### config.mk
export PLATFORM = sky130hd
export DESIGN_NAME = cos_issue_ctrl
export DESIGN_NICKNAME = d
export VERILOG_FILES = /design/src/rtl/cos_issue_ctrl_pkg.sv /design/src/rtl/cos_res_fifo.sv /design/src/rtl/cos_issue_ctrl.sv
export SDC_FILE = /design/constraint.sdc
export NUM_CORES = 2
export LEC_CHECK = 0
export ABC_AREA = 1
export CAP_MARGIN = 20
export CORE_UTILIZATION = 36
export DETAILED_ROUTE_END_ITERATION = 6
export PLACE_DENSITY = 0.62
export SLEW_MARGIN = 10
export SYNTH_ARGS = -nofsm -noshare
export SYNTH_HDL_FRONTEND = slang
export SYNTH_SLANG_ARGS = --single-unit
### constraint.sdc
create_clock -name clk -period 4 [get_ports clk]
set_clock_uncertainty 0.1 [all_clocks]
set_input_delay 0.6 -clock clk [delete_from_list [all_inputs] [get_ports clk]]
set_output_delay 0.6 -clock clk [all_outputs]
set_load 0.02 [all_outputs]
### src/rtl/cos_issue_ctrl_pkg.sv
// Shared definitions for the cosine-core issue controller: word width, core latency, FSM encoding.
// Optional tag support in the controller is enabled with the COS_ISSUE_TAG_EN macro.
`ifndef SINGLE
`define SINGLE 32
`endif

package cos_issue_ctrl_pkg;

    localparam int SINGLE_W     = `SINGLE;
    localparam int CORE_LAT_DEF = 36;

    typedef enum logic [1:0] {
        IDLE       = 2'd0,
        ACTIVE     = 2'd1,
        FLUSH_WAIT = 2'd2,
        FLUSH_CLR  = 2'd3
    } issue_state_e;

endpackage

### src/rtl/cos_res_fifo.sv
// First-word-fall-through result FIFO with occupancy count and synchronous clear.
// A write to a full FIFO is accepted only when a read frees a slot in the same cycle.
module cos_res_fifo #(
    parameter int DATA_W = 32,
    parameter int DEPTH  = 64,
    parameter int AW     = 6
) (
    input  logic              clk,
    input  logic              rst,
    input  logic              clr,
    input  logic              wr_en,
    input  logic [DATA_W-1:0] wr_data,
    input  logic              rd_en,
    output logic [DATA_W-1:0] rd_data,
    output logic              empty,
    output logic              full,
    output logic [AW:0]       count
);

    localparam logic [AW:0] FULL_CNT = (AW+1)'(DEPTH);

    logic [DATA_W-1:0] mem [DEPTH];
    logic [AW-1:0]     wr_ptr;
    logic [AW-1:0]     rd_ptr;
    logic              do_wr;
    logic              do_rd;

    assign empty = (count == '0);
    assign full  = (count == FULL_CNT);
    assign do_rd = rd_en && !empty;
    assign do_wr = wr_en && (!full || do_rd);

    always_ff @(posedge clk or posedge rst) begin
        if (rst) begin
            wr_ptr <= '0;
            rd_ptr <= '0;
            count  <= '0;
        end else if (clr) begin
            wr_ptr <= '0;
            rd_ptr <= '0;
            count  <= '0;
        end else begin
            if (do_wr) wr_ptr <= wr_ptr + AW'(1);
            if (do_rd) rd_ptr <= rd_ptr + AW'(1);
            case ({do_wr, do_rd})
                2'b10:   count <= count + (AW+1)'(1);
                2'b01:   count <= count - (AW+1)'(1);
                default: count <= count;
            endcase
        end
    end

    // storage is pure data: no reset, qualified by count on the read side
    always_ff @(posedge clk) begin
        if (do_wr) mem[wr_ptr] <= wr_data;
    end

    assign rd_data = mem[rd_ptr];

endmodule

### src/rtl/cos_issue_ctrl.sv
// Issue/collect controller for a fixed-latency, non-stalling cosine core, with credit-based
// result buffering and flush. Define COS_ISSUE_TAG_EN to carry a per-angle tag to the result.
module cos_issue_ctrl
    import cos_issue_ctrl_pkg::*;
#(
    parameter int CORE_LAT   = CORE_LAT_DEF,
    parameter int FIFO_DEPTH = 64,
    parameter int FIFO_AW    = 6,
    parameter int TAG_W      = 8
) (
    input  logic                clk,
    input  logic                rst,
    input  logic                in_valid,
    input  logic [SINGLE_W-1:0] in_theta,
`ifdef COS_ISSUE_TAG_EN
    input  logic [TAG_W-1:0]    in_tag,
    output logic [TAG_W-1:0]    res_tag,
`endif
    output logic                in_ready,
    input  logic                flush,
    output logic                core_sta,
    output logic [SINGLE_W-1:0] core_theta,
    input  logic [SINGLE_W-1:0] core_cos,
    input  logic                core_done,
    output logic                res_valid,
    output logic [SINGLE_W-1:0] res_cos,
    input  logic                res_ready,
    output logic                busy,
    output logic                err
);

`ifdef COS_ISSUE_TAG_EN
    localparam int FIFO_W = SINGLE_W + TAG_W;
`else
    localparam int FIFO_W = SINGLE_W;
`endif
    localparam logic [FIFO_AW+1:0] CREDIT_MAX = (FIFO_AW+2)'(FIFO_DEPTH);

    issue_state_e        state;
    issue_state_e        state_nxt;
    logic [FIFO_AW:0]    inflight;
    logic [FIFO_AW:0]    fifo_count;
    logic [FIFO_AW+1:0]  credit;
    logic                accept;
    logic                done_ok;
    logic                fifo_rd;
    logic                fifo_clr;
    logic                fifo_empty;
    logic                fifo_full;
    logic [FIFO_W-1:0]   fifo_wdata;
    logic [FIFO_W-1:0]   fifo_rdata;
    logic                vld_p1;
    logic [SINGLE_W-1:0] theta_p1;

    assign credit  = {1'b0, inflight} + {1'b0, fifo_count};
    assign accept  = in_valid && in_ready;
    // a done with nothing outstanding is a protocol error; it is not stored so credits stay exact
    assign done_ok = core_done && (inflight != '0);

    always_comb begin
        state_nxt = state;
        in_ready  = 1'b0;
        res_valid = 1'b0;
        fifo_rd   = 1'b0;
        fifo_clr  = 1'b0;
        busy      = (state != IDLE);
        case (state)
            IDLE: begin
                in_ready  = (credit < CREDIT_MAX) && !flush;
                res_valid = !fifo_empty;
                fifo_rd   = res_valid && res_ready;
                if (accept) state_nxt = ACTIVE;
            end
            ACTIVE: begin
                in_ready  = (credit < CREDIT_MAX) && !flush;
                res_valid = !fifo_empty;
                fifo_rd   = res_valid && res_ready;
                if (flush)                           state_nxt = FLUSH_WAIT;
                else if (credit == '0 && !accept)    state_nxt = IDLE;
            end
            FLUSH_WAIT: begin
                fifo_rd = !fifo_empty;
                if (inflight == '0) state_nxt = FLUSH_CLR;
            end
            FLUSH_CLR: begin
                fifo_clr  = 1'b1;
                state_nxt = IDLE;
            end
            default: state_nxt = IDLE;
        endcase
    end

    always_ff @(posedge clk or posedge rst) begin
        if (rst) state <= IDLE;
        else     state <= state_nxt;
    end

    // issue stage: start pulse and angle registered one cycle after accept
    always_ff @(posedge clk or posedge rst) begin
        if (rst) begin
            vld_p1   <= 1'b0;
            theta_p1 <= '0;
        end else begin
            vld_p1 <= accept;
            if (accept) theta_p1 <= in_theta;
        end
    end

    assign core_sta   = vld_p1;
    assign core_theta = theta_p1;

    always_ff @(posedge clk or posedge rst) begin
        if (rst) begin
            inflight <= '0;
            err      <= 1'b0;
        end else begin
            case ({accept, done_ok})
                2'b10:   inflight <= inflight + (FIFO_AW+1)'(1);
                2'b01:   inflight <= inflight - (FIFO_AW+1)'(1);
                default: inflight <= inflight;
            endcase
            if (core_done && ((inflight == '0) || (fifo_full && !fifo_rd))) err <= 1'b1;
        end
    end

`ifdef COS_ISSUE_TAG_EN
    logic [TAG_W-1:0] tag_dly [CORE_LAT+1];

    // tag delay line: stage CORE_LAT lines up with core_done for the same angle
    always_ff @(posedge clk) begin
        tag_dly[0] <= in_tag;
        for (int i = 1; i <= CORE_LAT; i++) tag_dly[i] <= tag_dly[i-1];
    end

    assign fifo_wdata = {tag_dly[CORE_LAT], core_cos};
    assign res_tag    = res_valid ? fifo_rdata[FIFO_W-1:SINGLE_W] : '0;
`else
    assign fifo_wdata = core_cos;
`endif

    cos_res_fifo #(
        .DATA_W (FIFO_W),
        .DEPTH  (FIFO_DEPTH),
        .AW     (FIFO_AW)
    ) u_fifo (
        .clk     (clk),
        .rst     (rst),
        .clr     (fifo_clr),
        .wr_en   (done_ok),
        .wr_data (fifo_wdata),
        .rd_en   (fifo_rd),
        .rd_data (fifo_rdata),
        .empty   (fifo_empty),
        .full    (fifo_full),
        .count   (fifo_count)
    );

    // memory contents are unreset, so the result word is gated to zero when not presented
    assign res_cos = res_valid ? fifo_rdata[SINGLE_W-1:0] : '0;

endmodule

==> results.sh <==
export IMPL_outcome="complete, but fails checks"
export IMPL_violations="setup timing"
export IMPL_endpoint="res_cos[25]"
export IMPL_firstDrtPassIters=6
export IMPL_grt_pass1_wl_um=381000
export IMPL_clk_latency_ns=0.86
export IMPL_ys_seq_elements=2110
export IMPL_core_um2=235000
export IMPL_cp_end_kind="output port"
export IMPL_slew_headroom_pct=24.2
export IMPL_cts_root_buf="clkbuf_16"
export IMPL_postSynthCellCount=7116
export IMPL_power_switching_uw=28000
export IMPL_yosysTopAreaCell="edfxtp_1"
export IMPL_htree_num_levels=4
export IMPL_drt_iter0_drc=7327
export IMPL_grt_pass1_vias=55600
export IMPL_power_internal_uw=45800
export IMPL_ir_drop_v=0.000646
export IMPL_worst_slew_pin_slew_ns=1.14
export IMPL_finalHoldViolCount=0
export IMPL_p_comb_share_pct=40.4
export IMPL_die_area_um2=239000
export IMPL_drv_cap=0
export IMPL_vias=58400
export IMPL_netlist_area_um2=85400
export IMPL_routed_wl_um=265000
export IMPL_r2r_end="inflight[6]$_DFFE_PP0P_"
export IMPL_yosysSeqAreaShare_pct=73.8
export IMPL_fin_crit_sh_pct=102
export IMPL_cp_start_kind="register"
export IMPL_synthTopCellsByArea="edfxtp_1 72%, nand2_1 11%, nand3_1 4.6%"
export IMPL_seqPwrFrac_pct=34.6
export IMPL_drive_above_1_share_pct=13.5
export IMPL_slowest_delay_ns=0.48
export IMPL_crit_path_frequent_cell="buf_16"
export IMPL_gr_total_overflow=0
export IMPL_yosysTopAreaCellShare_pct=72.0
export IMPL_design_area_um2=103000
export IMPL_die_h_um=489
export IMPL_track_usage_pct=21.7
export IMPL_post_route_drc_count=0
export IMPL_post_place_ws_ns=-0.201
export IMPL_area_growth_synth_to_final_pct=20.3
export IMPL_placed_area_um2=92600
export IMPL_vias_per_cell=5.42
export IMPL_p_leak_uw=0.0368
export IMPL_grt_max_degree=73
export IMPL_clockBufferDepth=3
export IMPL_clk_pin_slew_ns=0.06
export IMPL_yosysMostFrequentCell="nand2_1"
export IMPL_crit_type="register to output port"
export IMPL_r2r_start="inflight[0]$_DFFE_PP0P_"
export IMPL_swShare_pct=37.9
export IMPL_min_path_type="primary input to register"
export IMPL_synth_area_per_cell_um2=12.0
export IMPL_reg2reg_setup_slack_ns=0.51
export IMPL_synth_fp_nets=7209
export IMPL_yosys_top_cells_count="2408 x nand2_1, 2048 x edfxtp_1, 788 x nand3_1"
export IMPL_num_io_pins=139
export IMPL_postRouteAntennaNets=0
export IMPL_setup_ws_ns=-0.0683
export IMPL_portBuffers=138
export IMPL_start_util_pct=36.3
export IMPL_cts_made_buffers=204
export IMPL_wl_per_cell_um=24.6
export IMPL_setup_tns_ns=-0.256
export IMPL_cts_sinks=2110
export IMPL_crit_chain="buf_16 > buf_16 > buf_8 > buf_12 > buf_16 > nand2_1 > nand3_1 > nand3_2 > o211ai_1 > nand3_1 > nand2_1 > nor2_2 > nor2_4 > buf_6 > buf_6"
export IMPL_antenna_found_initial=15
export IMPL_async_reset_ff_share_pct=2.94
export IMPL_synth_edf_count=2048
export IMPL_power_frac_clock_pct=24.9
export IMPL_tritoncts="yes"
export IMPL_worst_path_max_fanout=7
export IMPL_reg2reg_depth=21
export IMPL_gp_congestion=0.845
export IMPL_nNetsFinal=7539
export IMPL_setup_violations=8
export IMPL_die_w_um=489
export IMPL_dp_hpwl_um=139000
export IMPL_min_period_ns=4.07
export IMPL_ys_warn_count=0
export IMPL_synth_ff_type="edfxtp_1"
export IMPL_rows=178
export IMPL_power_density_nw_per_um2=718
export IMPL_crit_required_ns=3.30
export IMPL_synth_cell_type_count=39
export IMPL_grt_setup_unrepaired="true"
export IMPL_hold_ws_ns=0.0433
export IMPL_crit_path_start="u_fifo.rd_ptr[0]$_DFFE_PP0P_"
export IMPL_finalMaxSlewViolations=0
export IMPL_max_freq_mhz=246
export IMPL_cp_data_arrival_time_ns=3.37
export IMPL_crit_slowest_cell="dfrtp_4"
-- worst min path at each step --
| stage | startpoint | to | slack (ns) | cells past startpoint |
|---|---|---|---|---|
| global placement | err$_DFFE_PP0P_ | err$_DFFE_PP0P_ | 0.35 | 1 |
| global route | core_cos[10] | u_fifo.mem[51][10]$_DFFE_PP_ | 0.03 | 1 |
| detailed placement | err$_DFFE_PP0P_ | err$_DFFE_PP0P_ | 0.36 | 1 |
| finish | core_cos[10] | u_fifo.mem[48][10]$_DFFE_PP_ | 0.04 | 1 |
| floorplan | state[0]$_DFFE_PP0P_ | state[0]$_DFFE_PP0P_ | 0.38 | 1 |
| CTS | rst | u_fifo.count[1]$_DFFE_PP0P_ | 0.1 | 2 |
-- layout make-up --
| type | count | area, um^2 |
|---|---|---|
| Antenna cell | 11 | 27.5 |
| Multi-Input combinational cell | 4487 | 21200 |
| Fill cell | 20900 | 133000 |
| Clock inverter | 106 | 862 |
| Timing Repair Buffer | 546 | 7660 |
| Sequential cell | 2110 | 63100 |
| Clock buffer | 268 | 5420 |
| Tap cell | 3150 | 3940 |
| Timing Repair inverter | 5 | 115 |
| Inverter | 92 | 407 |
-- stage by stage --
step / instances / util [%] / total power (uW)
CTS: 10700 / 43.2 / 72500
floorplan: 7116 / - / 40200
global route: 10800 / 43.6 / 76800
global placement: 10300 / 39.3 / 49900
finish: 10800 / 43.6 / 73800
detailed placement: 10300 / 39.3 / 50100
-- routing by layer --
| layer | GRT usage (%) | vias to the layer above | routed length, um |
|---|---|---|---|
| met1 | 29.0 | 29000 | 104000 |
| met4 | 9.21 | 0 | 10200 |
| met5 | 0 | - | 0 |
| li1 | - | 25800 | - |
| met3 | 3.89 | 448 | 27000 |
| met2 | 34.6 | 3198 | 124000 |
-- logic make-up (layout without fill, tap and decap cells) --
logic type | after synthesis | after routing | synth area share (%)
adders and majority gates | 23 | 23 | 0.363
and+or+nand+nor | 3595 | 3595 | 17.2
other | 0 | 11 | 0
AOI/OAI and AO/OA | 860 | 860 | 5.61
DFF | 2110 | 2110 | 73.8
xor gates and xnor gates | 9 | 9 | 0.0923
buffers and inverters | 519 | 1017 | 2.93
-- power by group through the flow --
stage / Clock [uW] / Combinational, uW / Sequential [uW]
finish: 18400 / 29800 / 25600
CTS: 18600 / 28300 / 25600
global route: 19400 / 31800 / 25600
global placement: 0 / 23900 / 26000
detailed placement: 0 / 24100 / 26000
floorplan: 0 / 14100 / 26000
-- worst max-delay path: cells and delay by family, from the launching register on --
family	cells	cell delay, ns
buf+inv	7	1.09
compound gates	1	0.15
simple gates	7	0.78
flops	1	0.48
-- layout by cell type, fill, tap and decap left out, drive strengths merged, types with 62 or more instances in the layout --
cell type	instances
o21ai	212
nand2	2412
a21oi	422
dfrtp	62
o211ai	63
a21boi	94
inv	99
clkdlybuf4s50	73
clkinv	94
nor2	341
buf	438
edfxtp	2048
o22ai	64
nand3	789
clkbuf	285
-- state kept, by name, indices dropped and copies added (netlist names), named ones only --
name           flops
err                1
core_theta        32
state              1
core_sta           1
inflight           7
u_fifo.count       7
u_fifo.wr_ptr      6
u_fifo.mem      2048
u_fifo.rd_ptr      6
-- repair_timing --
action	in CTS	in global routing
gates resized for setup	369	118
setup endpoints to repair	33	31
gates cloned	42	17
hold endpoints to repair	1	0
buffers inserted	49	7
pin swaps	48	41
hold buffers	1	0
Note: power is estimated with default switching activity, not from simulation.
